==> src/rtl/dmem_arbiter_pkg.sv <==
// Shared definitions for the data-memory arbiter: FSM encoding, default limits
// and requester port indices.
package dmem_arbiter_pkg;

    typedef enum logic [1:0] {
        ARB   = 2'd0,
        LOCK1 = 2'd1,
        YIELD = 2'd2
    } arb_state_e;

    localparam int unsigned DEF_STARVE_LIMIT = 4;
    localparam int unsigned DEF_LOCK_MAX     = 8;

    localparam int unsigned PORT_CORE = 0;
    localparam int unsigned PORT_EXT  = 1;

endpackage

==> src/rtl/dmem_arbiter_if.sv <==
// Bus bundle between the two requesters, the arbiter and the data memory.
// The arbiter takes the slave view; requesters and memory model take the master view.
interface dmem_arbiter_if #(
    parameter int unsigned ADDR_WIDTH = 12,
    parameter int unsigned WORD_WIDTH = 16
);
    logic                  in_req0;
    logic                  in_we0;
    logic [ADDR_WIDTH-1:0] in_addr0;
    logic [WORD_WIDTH-1:0] in_wdata0;
    logic                  out_gnt0;
    logic                  out_rvalid0;

    logic                  in_req1;
    logic                  in_we1;
    logic                  in_lock1;
    logic [ADDR_WIDTH-1:0] in_addr1;
    logic [WORD_WIDTH-1:0] in_wdata1;
    logic                  out_gnt1;
    logic                  out_rvalid1;

    logic [WORD_WIDTH-1:0] out_rdata;
    logic [ADDR_WIDTH-1:0] out_mem_addr;
    logic [WORD_WIDTH-1:0] out_mem_word;
    logic                  out_mem_write_en;
    logic [WORD_WIDTH-1:0] in_mem_word;
    logic                  out_stall_core;

    modport slave (
        input  in_req0, in_we0, in_addr0, in_wdata0,
        input  in_req1, in_we1, in_lock1, in_addr1, in_wdata1,
        input  in_mem_word,
        output out_gnt0, out_rvalid0, out_gnt1, out_rvalid1, out_rdata,
        output out_mem_addr, out_mem_word, out_mem_write_en, out_stall_core
    );

    modport master (
        output in_req0, in_we0, in_addr0, in_wdata0,
        output in_req1, in_we1, in_lock1, in_addr1, in_wdata1,
        output in_mem_word,
        input  out_gnt0, out_rvalid0, out_gnt1, out_rvalid1, out_rdata,
        input  out_mem_addr, out_mem_word, out_mem_write_en, out_stall_core
    );

endinterface

==> src/rtl/arb_counter.sv <==
// Saturating up-counter with synchronous clear (clear wins over increment).
module arb_counter #(
    parameter int unsigned WIDTH = 4,
    parameter int unsigned MAX   = 15
) (
    input  logic             clk,
    input  logic             rst_n,
    input  logic             i_clr,
    input  logic             i_inc,
    output logic [WIDTH-1:0] o_cnt
);

    logic [WIDTH-1:0] r_cnt;

    // NOTE: clocked state uses non-blocking assignments so every flop samples pre-edge values.
    always_ff @(posedge clk or negedge rst_n) begin
        if (!rst_n) begin
            r_cnt <= '0;
        end else if (i_clr) begin
            r_cnt <= '0;
        end else if (i_inc && (r_cnt != WIDTH'(MAX))) begin
            r_cnt <= r_cnt + WIDTH'(1);
        end
    end

    assign o_cnt = r_cnt;

endmodule

==> src/rtl/dmem_arbiter.sv <==
// Two-port arbiter for the single-port data memory: core priority, port-1 starvation
// guard and bounded port-1 burst lock. Optional statistics behind DMEM_ARB_STATS_EN.
module dmem_arbiter
    import dmem_arbiter_pkg::*;
#(
    parameter int unsigned ADDR_WIDTH   = 12,
    parameter int unsigned WORD_WIDTH   = 16,
    parameter int unsigned STARVE_LIMIT = DEF_STARVE_LIMIT,
    parameter int unsigned LOCK_MAX     = DEF_LOCK_MAX,
    parameter int unsigned CNT_WIDTH    = 4
) (
    input  logic          clock,
    input  logic          reset,
    dmem_arbiter_if.slave bus
`ifdef DMEM_ARB_STATS_EN
    ,
    output logic [15:0]   out_stat_gnt0,
    output logic [15:0]   out_stat_gnt1,
    output logic [15:0]   out_stat_stall0,
    output logic [15:0]   out_stat_forced1
`endif
);

    arb_state_e            r_state;
    arb_state_e            w_next_state;
    logic [1:0]            w_gnt;
    logic                  w_forced;
    logic                  w_lock_inc;
    logic                  w_stall;
    logic [CNT_WIDTH-1:0]  w_starve_cnt;
    logic [CNT_WIDTH-1:0]  w_lock_cnt;
    logic                  r_rvalid0;
    logic                  r_rvalid1;
    logic [ADDR_WIDTH-1:0] w_mem_addr;
    logic [WORD_WIDTH-1:0] w_mem_word;
    logic                  w_mem_we;

    always_ff @(posedge clock or negedge reset) begin
        if (!reset) begin
            r_state <= ARB;
        end else begin
            r_state <= w_next_state;
        end
    end

    // NOTE: defaults first so every path assigns every output and no latch is inferred.
    always_comb begin
        w_next_state = r_state;
        w_gnt        = 2'b00;
        w_forced     = 1'b0;
        w_lock_inc   = 1'b0;
        unique case (r_state)
            ARB: begin
                w_forced = bus.in_req0 && bus.in_req1 &&
                           (w_starve_cnt == CNT_WIDTH'(STARVE_LIMIT));
                if (bus.in_req0 && !w_forced) begin
                    w_gnt[PORT_CORE] = 1'b1;
                end else if (bus.in_req1) begin
                    w_gnt[PORT_EXT] = 1'b1;
                    if (bus.in_lock1) begin
                        w_next_state = LOCK1;
                        w_lock_inc   = 1'b1;
                    end
                end
            end
            LOCK1: begin
                if (bus.in_req1) begin
                    w_gnt[PORT_EXT] = 1'b1;
                    w_lock_inc      = 1'b1;
                    if (!bus.in_lock1) begin
                        w_next_state = ARB;
                    end else if (w_lock_cnt == CNT_WIDTH'(LOCK_MAX - 1)) begin
                        w_next_state = YIELD;
                    end
                end else begin
                    w_next_state = ARB;
                end
            end
            YIELD: begin
                if (bus.in_req0) begin
                    w_gnt[PORT_CORE] = 1'b1;
                end else if (bus.in_req1) begin
                    w_gnt[PORT_EXT] = 1'b1;
                end
                w_next_state = ARB;
            end
            default: w_next_state = ARB;
        endcase
        // Grants are combinational, so they must be forced off while reset is held.
        if (!reset) begin
            w_gnt      = 2'b00;
            w_forced   = 1'b0;
            w_lock_inc = 1'b0;
        end
    end

    arb_counter #(.WIDTH(CNT_WIDTH), .MAX(STARVE_LIMIT)) u_starve_cnt (
        .clk   (clock),
        .rst_n (reset),
        .i_clr (w_gnt[PORT_EXT] | ~bus.in_req1),
        .i_inc (bus.in_req1 & ~w_gnt[PORT_EXT]),
        .o_cnt (w_starve_cnt)
    );

    arb_counter #(.WIDTH(CNT_WIDTH), .MAX(LOCK_MAX)) u_lock_cnt (
        .clk   (clock),
        .rst_n (reset),
        .i_clr (w_next_state != LOCK1),
        .i_inc (w_lock_inc),
        .o_cnt (w_lock_cnt)
    );

    always_comb begin
        w_mem_addr = '0;
        w_mem_word = '0;
        w_mem_we   = 1'b0;
        if (w_gnt[PORT_CORE]) begin
            w_mem_addr = bus.in_addr0;
            w_mem_word = bus.in_wdata0;
            w_mem_we   = bus.in_we0;
        end else if (w_gnt[PORT_EXT]) begin
            w_mem_addr = bus.in_addr1;
            w_mem_word = bus.in_wdata1;
            w_mem_we   = bus.in_we1;
        end
    end

    always_ff @(posedge clock or negedge reset) begin
        if (!reset) begin
            r_rvalid0 <= 1'b0;
            r_rvalid1 <= 1'b0;
        end else begin
            r_rvalid0 <= w_gnt[PORT_CORE] & ~bus.in_we0;
            r_rvalid1 <= w_gnt[PORT_EXT] & ~bus.in_we1;
        end
    end

    assign w_stall              = bus.in_req0 & ~w_gnt[PORT_CORE];
    assign bus.out_gnt0         = w_gnt[PORT_CORE];
    assign bus.out_gnt1         = w_gnt[PORT_EXT];
    assign bus.out_rvalid0      = r_rvalid0;
    assign bus.out_rvalid1      = r_rvalid1;
    assign bus.out_rdata        = bus.in_mem_word;
    assign bus.out_mem_addr     = w_mem_addr;
    assign bus.out_mem_word     = w_mem_word;
    assign bus.out_mem_write_en = w_mem_we;
    assign bus.out_stall_core   = w_stall;

`ifdef DMEM_ARB_STATS_EN
    arb_counter #(.WIDTH(16), .MAX(16'hFFFF)) u_stat_gnt0 (
        .clk(clock), .rst_n(reset), .i_clr(1'b0), .i_inc(w_gnt[PORT_CORE]), .o_cnt(out_stat_gnt0)
    );
    arb_counter #(.WIDTH(16), .MAX(16'hFFFF)) u_stat_gnt1 (
        .clk(clock), .rst_n(reset), .i_clr(1'b0), .i_inc(w_gnt[PORT_EXT]), .o_cnt(out_stat_gnt1)
    );
    arb_counter #(.WIDTH(16), .MAX(16'hFFFF)) u_stat_stall0 (
        .clk(clock), .rst_n(reset), .i_clr(1'b0), .i_inc(w_stall), .o_cnt(out_stat_stall0)
    );
    arb_counter #(.WIDTH(16), .MAX(16'hFFFF)) u_stat_forced1 (
        .clk(clock), .rst_n(reset), .i_clr(1'b0), .i_inc(w_forced), .o_cnt(out_stat_forced1)
    );
`endif

endmodule

==> src/flat_wrapper.sv <==
// flat-port wrapper written by rule: the top's interface ports become plain ports
module dmem_arbiter_flat import dmem_arbiter_pkg::*;
#(
    parameter int unsigned ADDR_WIDTH   = 12,
    parameter int unsigned WORD_WIDTH   = 16,
    parameter int unsigned STARVE_LIMIT = DEF_STARVE_LIMIT,
    parameter int unsigned LOCK_MAX     = DEF_LOCK_MAX,
    parameter int unsigned CNT_WIDTH    = 4
)
  (clock, reset, bus_in_req0, bus_in_we0, bus_in_addr0, bus_in_wdata0, bus_in_req1, bus_in_we1, bus_in_lock1, bus_in_addr1, bus_in_wdata1, bus_in_mem_word, bus_out_gnt0, bus_out_rvalid0, bus_out_gnt1, bus_out_rvalid1, bus_out_rdata, bus_out_mem_addr, bus_out_mem_word, bus_out_mem_write_en, bus_out_stall_core);
  dmem_arbiter_if #(.ADDR_WIDTH(ADDR_WIDTH), .WORD_WIDTH(WORD_WIDTH)) bus_i ();
  input  logic clock;
  input  logic reset;
  input wire logic [$bits(bus_i.in_req0)-1:0] bus_in_req0;
  input wire logic [$bits(bus_i.in_we0)-1:0] bus_in_we0;
  input wire logic [$bits(bus_i.in_addr0)-1:0] bus_in_addr0;
  input wire logic [$bits(bus_i.in_wdata0)-1:0] bus_in_wdata0;
  input wire logic [$bits(bus_i.in_req1)-1:0] bus_in_req1;
  input wire logic [$bits(bus_i.in_we1)-1:0] bus_in_we1;
  input wire logic [$bits(bus_i.in_lock1)-1:0] bus_in_lock1;
  input wire logic [$bits(bus_i.in_addr1)-1:0] bus_in_addr1;
  input wire logic [$bits(bus_i.in_wdata1)-1:0] bus_in_wdata1;
  input wire logic [$bits(bus_i.in_mem_word)-1:0] bus_in_mem_word;
  output wire logic [$bits(bus_i.out_gnt0)-1:0] bus_out_gnt0;
  output wire logic [$bits(bus_i.out_rvalid0)-1:0] bus_out_rvalid0;
  output wire logic [$bits(bus_i.out_gnt1)-1:0] bus_out_gnt1;
  output wire logic [$bits(bus_i.out_rvalid1)-1:0] bus_out_rvalid1;
  output wire logic [$bits(bus_i.out_rdata)-1:0] bus_out_rdata;
  output wire logic [$bits(bus_i.out_mem_addr)-1:0] bus_out_mem_addr;
  output wire logic [$bits(bus_i.out_mem_word)-1:0] bus_out_mem_word;
  output wire logic [$bits(bus_i.out_mem_write_en)-1:0] bus_out_mem_write_en;
  output wire logic [$bits(bus_i.out_stall_core)-1:0] bus_out_stall_core;
  assign bus_i.in_req0 = bus_in_req0;
  assign bus_i.in_we0 = bus_in_we0;
  assign bus_i.in_addr0 = bus_in_addr0;
  assign bus_i.in_wdata0 = bus_in_wdata0;
  assign bus_i.in_req1 = bus_in_req1;
  assign bus_i.in_we1 = bus_in_we1;
  assign bus_i.in_lock1 = bus_in_lock1;
  assign bus_i.in_addr1 = bus_in_addr1;
  assign bus_i.in_wdata1 = bus_in_wdata1;
  assign bus_i.in_mem_word = bus_in_mem_word;
  assign bus_out_gnt0 = bus_i.out_gnt0;
  assign bus_out_rvalid0 = bus_i.out_rvalid0;
  assign bus_out_gnt1 = bus_i.out_gnt1;
  assign bus_out_rvalid1 = bus_i.out_rvalid1;
  assign bus_out_rdata = bus_i.out_rdata;
  assign bus_out_mem_addr = bus_i.out_mem_addr;
  assign bus_out_mem_word = bus_i.out_mem_word;
  assign bus_out_mem_write_en = bus_i.out_mem_write_en;
  assign bus_out_stall_core = bus_i.out_stall_core;
  dmem_arbiter #(.ADDR_WIDTH(ADDR_WIDTH), .WORD_WIDTH(WORD_WIDTH), .STARVE_LIMIT(STARVE_LIMIT), .LOCK_MAX(LOCK_MAX), .CNT_WIDTH(CNT_WIDTH)) u_core (.clock(clock), .reset(reset), .bus(bus_i));
endmodule
==> config.mk <==
export PLATFORM = sky130hd
export DESIGN_NAME = dmem_arbiter_flat
export DESIGN_NICKNAME = d
export VERILOG_FILES = /design/src/rtl/dmem_arbiter_pkg.sv /design/src/rtl/dmem_arbiter_if.sv /design/src/rtl/arb_counter.sv /design/src/rtl/dmem_arbiter.sv /design/src/flat_wrapper.sv
export SDC_FILE = /design/constraint.sdc
export NUM_CORES = 1
export LEC_CHECK = 0
export BUFFER_PORTS_ARGS = -buffer_cell sky130_fd_sc_hd__buf_2
export CORE_MARGIN = 3
export CORE_UTILIZATION = 31
export DETAILED_ROUTE_END_ITERATION = 7
export PLACE_DENSITY = 0.76
export SLEW_MARGIN = 20
export SYNTH_ARGS = -nofsm -noshare
export SYNTH_HDL_FRONTEND = slang
export SYNTH_HIERARCHICAL = 1
export SYNTH_SLANG_ARGS = --single-unit
==> constraint.sdc <==
create_clock -name clock -period 1.7 [get_ports clock]
set_input_delay 0.17 -clock clock [delete_from_list [all_inputs] [get_ports clock]]
set_output_delay 0.17 -clock clock [all_outputs]
set_load 0.05 [all_outputs]
==> run summary, run 1 <==
status: finished with violations
failing checks: negative setup slack
Post-Synth Simple-Gate Area: 17.3%
Worst Hold Class: in2reg
vias per cell: 5.03
Initial Utilization: 34.0%
WP data required: 1.53 ns
Synth cell types: 31
post-layout total power: 1.17 mW
Startpoint Class: register
Seq pwr share: 25.3%
TNS Setup: -10.30 ns
# setup viols final: 36
DP Area: 1720 sq um
Max Freq: 488 MHz
antenna diode count: 0
CTS Sinks: 12
Worst-Margin Slew: 0.378 ns
Compound-Gate Fraction of Synth Area: 31.3%
Clock Skew: 0.00122 ns
largest family of logic cells by synthesized area: compound AO/OA/AOI/OAI gates
Syn-to-layout area delta: 85.6%
clock-pin slew on the worst setup and hold paths: 0.05 ns
Slew headroom: 74.6%
adder and majority gate portion of the synthesized area: 4.18%
Net Sw Power: 0.442 mW
I/O pin count: 129
Critical Path AT: 1.88 ns
final net count: 315
Post-synth EDFFs: 0
unrepaired setup endpoints after global routing: yes
min cycle time layout: 2.05 ns
design area: 2220 sq um
Final Hold Viols: 0
leakage: 1.11 nW
asr flop ratio synth: 100%
Syn Area/Cell: 9.59 sq um
global route overflow: 0
Cell Int Power: 0.729 mW
largest net degree at the start of global routing: 33
fin crit share: 120%
IO buf count: 96
Post-route DRC: 0
max-cap violation count: 0
Final Non-Filler Cells: 276
antenna violations before repair: 0
vias: 1388
CTS max path bufs: 2
proportion of layout cells with a drive suffix above 1: 74.8%
number of global-route vias before repair: 1310
CTS Buf Count: 3
post-synthesis mux area share: 3.86%
first-pass GRT wire length: 5870 um
H-tree Lvls: 1
Synth Area in XOR/XNOR: 0.731%
Clock power frac: 21.7%
post-synthesis register bit count: 12
DP Worst Slack: -0.165 ns
Antenna Violating Nets Remaining: 0
Mapped Cells: 125
worst vdd ir: 0.348 mV
Pwr Density: 526 nW/um^2
initial detailed-routing violation count: 36
final worst slack: -0.348 ns
Die Wd: 68.2 um
GR Util All Layers: 16.8%
Switching Share: 37.7%
Post-Syn Area: 1200 sq um
WL final: 4970 um
DIE HEIGHT: 68.2 um
post-DR wirelength/cell: 18.0 um
num rows: 21
Placed Cells: 261
core area: 3520 sq um
Clock Tree Root: clkbuf_8
gp weighted congestion: 0.787
Hold WS: 0.104 ns
Syn. warnings: 6
worst-path fanout max: 15
Comb pwr share: 53.0%
kind of critical path: reg2out
Clock Latency Late Sink: 0.24 ns
TritonCTS clock tree: yes
Post-DP HPWL: 3200 um
area of the die: 4650 sq um
element type at the critical path end: output port
Synth Flop Type: dfrtp_1
fin util: 63.2%
DR pass1 iterations: 4
syn nets: 208
sequential share of the synthesized area: 25.1%
Slew Limit Fails: 0
==> metal layers <==
layer | vias to the layer above | track usage, % | part of all wire, %
met5 | - | 0 | 0
met3 | 18 | 3.78 | 6.9
li1 | 655 | - | -
met1 | 658 | 17.7 | 34
met4 | 0 | 8.93 | 2.2
met2 | 57 | 30.8 | 57
==> kinds of logic after synthesis <==
family,Yosys count
xor gates and xnor gates,1
muxes,4
adders and majority gates,4
buffers and inverters,28
and+or+nand+nor,34
DFF,12
AOI/OAI and AO/OA,42
==> critical path, cell delays in order (launching register included) <==
cell       delay, ns
dfrtp_1         0.40
nor4b_4         0.31
buf_4           0.18
o2111a_2        0.26
clkbuf_16       0.19
a22o_2          0.15
buf_6           0.15
==> worst paths after layout <==
check / startpoint / endpoint / slack, ns / depth (start not counted)
max in group asynchronous: reset / u_core/r_state[0]$_DFF_PN0_ / 1.02 / 3
hold reg to reg: u_core/u_lock_cnt/o_cnt[3]$_DFFE_PN0P_ / u_core/r_state[1]$_DFF_PN0_ / 0.54 / 1
hold / removal: bus_in_we0 / u_core/bus.out_rvalid0$_DFF_PN0_ / 0.10 / 2
min in group asynchronous: reset / u_core/bus.out_rvalid0$_DFF_PN0_ / 0.36 / 2
setup / recovery: u_core/u_starve_cnt/o_cnt[1]$_DFFE_PN0P_ / bus_out_mem_addr[0] / -0.35 / 6
setup reg to reg: u_core/u_starve_cnt/o_cnt[1]$_DFFE_PN0P_ / u_core/u_lock_cnt/o_cnt[2]$_DFFE_PN0P_ / -0.07 / 10
==> layout by cell type, fill, tap and decap left out, types with 3 or more instances in the layout <==
master    instances
buf_2            64
a22o_2           28
buf_6            20
buf_4            18
buf_8            15
dfrtp_1          12
nor2_1            6
inv_1             6
nand2_1           4
nand2b_1          4
ha_1              4
clkbuf_8          3
buf_12            3
nand4_1           3
nor3_1            3
o21a_1            3
==> power groups by stage <==
stage	Clock, mW	Combinational [mW]	Sequential, mW
floorplan	0	0.410	0.308
global placement	0	0.470	0.300
detailed placement	0	0.475	0.300
CTS	0.258	0.564	0.296
global route	0.276	0.649	0.296
finish	0.254	0.621	0.296
==> Yosys cell counts (2+ instances only) <==
library cell	number	area (sq um)
a22o_2	20	200
o21a_1	3	22.5
a21oi_1	2	10.0
ha_1	4	50.1
a22o_1	9	78.8
dfrtp_1	12	300
nor3_1	3	15.0
nand4_1	3	18.8
buf_6	6	67.6
nand2b_1	4	25.0
nor2_1	8	30.0
nand2_1	6	22.5
or3_1	2	12.5
nor2b_1	2	12.5
mux2i_1	2	20.0
o21ai_0	4	20.0
inv_1	6	22.5
buf_4	16	120
==> layout make-up <==
cell class                 instances  area [sq um]
timing repair buffer             124          1040
inverter                           6          22.5
fill                             275          1300
clock buffer                       3          41.3
sequential                        12           300
multi-input combinational         85           767
tap                               46          57.6
==> repair_timing <==
item	CTS	global route
gates resized for setup	73	27
setup endpoints to repair	38	39
hold buffers	2	0
hold endpoints to repair	12	0
pin swaps	5	11
setup buffers	5	4
gates cloned	0	2
==> state kept, by name, indices dropped and copies added (netlist names) <==
name	flops
u_core/r_state	2
u_core/u_starve_cnt/o_cnt	4
u_core/bus.out_rvalid0	1
u_core/bus.out_rvalid1	1
u_core/u_lock_cnt/o_cnt	4
Power figures use the tool's default switching activity.
==> run 2: changes to the inputs <==
Settings changed: CORE_UTILIZATION 31 to 35, PLACE_DENSITY 0.76 to 0.81, RECOVER_POWER set to 100.
Clock period 1.7 ns to 2 ns, I/O delays scaled along.
==> run summary, run 2 (synthesized netlist as in run 1, its figures left out) <==
clock-pin slew on the worst setup and hold paths: 0.08 ns
status: finished with violations
core area: 3150 sq um
Critical Path AT: 1.86 ns
failing checks: negative setup slack
Worst Hold Class: in2reg
Hold Path Origin: bus_in_we0
post-DR wirelength/cell: 17.0 um
vias: 1298
element type at the critical path end: output port
Startpoint Class: register
worst vdd ir: 0.259 mV
IO buf count: 96
Clock Tree Root: clkbuf_4
initial detailed-routing violation count: 73
RR Endpoint: u_core/u_starve_cnt/o_cnt[0]$_DFFE_PN0P_
DP Area: 1620 sq um
DP Worst Slack: 0.100 ns
design area: 1940 sq um
WL final: 4350 um
number of global-route vias before repair: 1251
WP data required: 1.80 ns
antenna diode count: 0
final worst slack: -0.0649 ns
GR Util All Layers: 18.4%
global route overflow: 0
proportion of layout cells with a drive suffix above 1: 63.7%
Clock Skew: 0.00322 ns
max-cap violation count: 0
antenna violations before repair: 0
kind of critical path: reg2out
Syn-to-layout area delta: 61.6%
vias per cell: 5.07
DR pass1 iterations: 4
worst-path fanout max: 16
endpoint of the worst hold path: u_core/bus.out_rvalid0$_DFF_PN0_
I/O pin count: 129
gp weighted congestion: 0.750
leakage: 0.959 nW
most frequent cells in the layout: buf_2, buf_6, a22o_2
post-layout total power: 0.922 mW
fin crit share: 103%
Slew headroom: 59.2%
Slew Limit Fails: 0
Antenna Violating Nets Remaining: 0
Max Freq: 484 MHz
area of the die: 4160 sq um
Clock Latency Late Sink: 0.27 ns
reg2reg start: u_core/u_starve_cnt/o_cnt[2]$_DFFE_PN0P_
min cycle time layout: 2.06 ns
Final Hold Viols: 0
DIE HEIGHT: 64.5 um
Initial Utilization: 38.0%
WHS Path Cells: 2
final net count: 296
first-pass GRT wire length: 6030 um
Pwr Density: 476 nW/um^2
CTS Buf Count: 3
Post-route DRC: 0
CTS max path bufs: 2
unrepaired setup endpoints after global routing: yes
largest net degree at the start of global routing: 33
num rows: 20
CTS Sinks: 12
Max stage delay on crit path: 0.42 ns
reg2reg path depth: 6
Critical-path top delay cell: dfrtp_1
Post-DP HPWL: 2920 um
R2R setup slack: 0.11 ns
TNS Setup: -0.871 ns
Die Wd: 64.5 um
Worst-Margin Slew: 0.615 ns
critical path cell sequence: nor4b_4 -> buf_4 -> a211oi_4 -> clkbuf_16 -> a22o_2 -> buf_6
commonest non-fill, non-tap cell in the layout: buf_2
# setup viols final: 30
TritonCTS clock tree: yes
H-tree Lvls: 1
[run 2: cell types whose count changed in the layout (fill, tap and decap cells not counted), sizes merged]
cell | before | now
clkbuf | 5 | 8
buf | 120 | 100
dlygate4sd3 | 2 | 1
[run 2: power by group]
group | internal, mW | switching [mW]
clock network | 0.111 | 0.0799
registers | 0.247 | 0.00448
logic | 0.205 | 0.274
[run 2: per-layer routing]
metal	up-vias	routed length, um	GRT usage, %
li1	620	-	-
met1	601	1500	19.7
met2	63	2390	34.8
met3	14	314	3.29
met4	0	142	7.92
met5	-	0	0
[run 2: critical path, delay by kind of cell (launching register included)]
| family | cells | cell delay, ns |
|---|---|---|
| buf+inv | 3 | 0.55 |
| compound gates | 2 | 0.48 |
| flops | 1 | 0.42 |
| simple gates | 1 | 0.15 |
[run 2: final cells by class]
class / count / area (sq um)
clock buffers: 4 / 36.3
flip-flops and latches: 12 / 302
repair buffers: 105 / 818
well taps: 44 / 55.1
fillers: 270 / 1220
multi-input cells: 85 / 703
inverters: 6 / 22.5
[run 2: worst max path at each step]
stage / depth (start not counted) / startpoint / slack [ns] / end
finish: 6 / u_core/u_starve_cnt/o_cnt[2]$_DFFE_PN0P_ / -0.06 / bus_out_mem_word[6]
global route: 6 / u_core/u_starve_cnt/o_cnt[2]$_DFFE_PN0P_ / -0.13 / bus_out_stall_core
CTS: 6 / u_core/u_starve_cnt/o_cnt[2]$_DFFE_PN0P_ / -0.06 / bus_out_stall_core
detailed placement: 7 / u_core/u_starve_cnt/o_cnt[0]$_DFFE_PN0P_ / 0.10 / u_core/u_lock_cnt/o_cnt[2]$_DFFE_PN0P_
global placement: 6 / u_core/u_starve_cnt/o_cnt[0]$_DFFE_PN0P_ / 0.16 / u_core/u_lock_cnt/o_cnt[0]$_DFFE_PN0P_
floorplan: 4 / u_core/u_starve_cnt/o_cnt[1]$_DFFE_PN0P_ / 0.08 / bus_out_mem_word[10]
[run 2: per-stage QoR]
step	cells	hold WS, ns	util [%]
2_1_floorplan	125	-0.0956	-
3_3_place_gp	249	0.0242	51.5
3_5_place_dp	249	0.0244	51.5
4_1_cts	255	0.0924	59.2
5_1_grt	256	0.0957	61.4
6_report	256	0.0909	61.4
[run 2: timing repair]
action                                  CTS  global route
pin swaps                                 0             1
endpoints found under the setup margin   30            31
setup buffers                             1             0
hold endpoints to repair                 12             0
cloned                                    0             1
hold buffers                              1             0
gates resized for setup                  61            14
==> run 3: changes to the inputs <==
Settings changed: CORE_UTILIZATION 35 to 31, PLACE_DENSITY 0.81 to 0.76.
Clock period 2 ns to 1.8 ns, I/O delays scaled along.
==> run summary, run 3 (synthesized netlist as in run 1, its figures left out) <==
Final Non-Filler Cells: 273
WL final: 6410 um
first-pass GRT wire length: 6720 um
number of global-route vias before repair: 1410
global route overflow: 0
antenna violations before repair: 1
most frequent cells in the layout: buf_2, buf_8, a22o_4
post-DR wirelength/cell: 23.5 um
post-layout total power: 1.22 mW
CTS Sinks: 12
element type at the critical path end: output port
TNS Setup: -8.83 ns
DR pass1 iterations: 5
Max stage delay on crit path: 0.41 ns
I/O pin count: 129
CTS max path bufs: 2
Net Sw Power: 0.474 mW
Post-DP HPWL: 3110 um
num rows: 21
proportion of layout cells with a drive suffix above 1: 73.0%
DP Area: 1680 sq um
fin crit share: 117%
CP bufs+invs: 4
commonest non-fill, non-tap cell in the layout: buf_2
worst vdd ir: 0.425 mV
final net count: 311
Slew Limit Fails: 0
vias per cell: 5.36
Worst Hold Class: in2reg
vias: 1463
Max Freq: 477 MHz
final worst slack: -0.298 ns
Critical-path top delay cell: dfrtp_1
Switching Share: 38.8%
Worst-Margin Slew: 0.661 ns
DIE HEIGHT: 68.2 um
Initial Utilization: 34.0%
Hold Path Origin: bus_in_we0
Pwr Density: 490 nW/um^2
CTS Buf Count: 3
GR Util All Layers: 19.7%
H-tree Lvls: 1
largest net degree at the start of global routing: 17
R2R setup slack: -0.13 ns
Syn-to-layout area delta: 108%
number of fill cells in the layout: 237
gp weighted congestion: 0.757
Antenna Violating Nets Remaining: 0
status: finished with violations
initial detailed-routing violation count: 71
Comb pwr share: 56.6%
IO buf count: 96
Clock Latency Late Sink: 0.24 ns
Top delay family on crit path: buffers and inverters
Slew headroom: 56.1%
failing checks: negative setup slack
Placed Cells: 256
core area: 3520 sq um
Die Wd: 68.2 um
clock-pin slew on the worst setup and hold paths: 0.05 ns
DP Worst Slack: -0.0119 ns
reg2reg start: u_core/u_starve_cnt/o_cnt[3]$_DFFE_PN0P_
Setup crit start: u_core/u_starve_cnt/o_cnt[3]$_DFFE_PN0P_
Clock power frac: 20.3%
area of the die: 4650 sq um
critical path cell sequence: nor4b_4 -> buf_4 -> o2111a_2 -> buf_6 -> buf_16 -> a22o_4 -> buf_8
Cell Int Power: 0.746 mW
Clock Skew: 0.000247 ns
Critical Path AT: 1.92 ns
WP data required: 1.62 ns
Post-route DRC: 0
Final Hold Viols: 0
Seq pwr share: 23.1%
Clock Tree Root: clkbuf_8
# setup viols final: 39
TritonCTS clock tree: yes
Startpoint Class: register
worst-path fanout max: 8
leakage: 1.25 nW
min cycle time layout: 2.10 ns
unrepaired setup endpoints after global routing: yes
design area: 2490 sq um
kind of critical path: reg2out
max-cap violation count: 0
run 3: repair_timing:
item                                    CTS  global route
endpoints found under the setup margin   33            39
hold buffers                              1             0
gates resized for setup                  93            49
cloned                                    3             1
buffers inserted                          4             4
endpoints found under the hold margin    12             0
pin swaps                                 5             9
run 3: final cells by class:
class	count	area [sq um]	area share, %
inverters	6	22.5	0.905
clock buffers	3	41.3	1.66
repair buffers	120	1090	43.9
multi-input cells	85	971	39.0
well taps	46	57.6	2.31
flip-flops and latches	12	300	12.1
diodes	1	2.50	0.101
run 3: per-layer routing:
layer  up-vias  wire length (um)  track usage (%)
met2        79              3720             37.5
met3        34               439             3.45
met4         0               367             10.4
met1       697              1890             20.1
li1        653                 -                -
met5         -                 0                0
run 3: power groups by stage:
stage                     Combinational, mW  Clock (mW)  Sequential, mW
after global routing                  0.712       0.269           0.282
after global placement                0.435           0           0.285
final                                 0.690       0.248           0.281
after floorplan                       0.385           0           0.291
after detailed placement              0.439           0           0.285
after CTS                             0.577       0.254           0.280
run 3: path summary, 6_finish.rpt:
check,end,depth (start not counted)
max in group asynchronous,u_core/bus.out_rvalid0$_DFF_PN0_,3
max,bus_out_mem_word[7],7
min,u_core/bus.out_rvalid0$_DFF_PN0_,2
max reg2reg,u_core/u_lock_cnt/o_cnt[2]$_DFFE_PN0P_,8
min reg2reg,u_core/r_state[1]$_DFF_PN0_,1
min in group asynchronous,u_core/u_lock_cnt/o_cnt[2]$_DFFE_PN0P_,3
run 3: stage by stage:
step           hold WS, ns  utilization (%)
2_1_floorplan       -0.116                -
3_3_place_gp         0.170             47.6
3_5_place_dp         0.172             47.6
4_1_cts             0.0995             61.6
5_1_grt              0.129             70.6
6_report             0.123             70.6
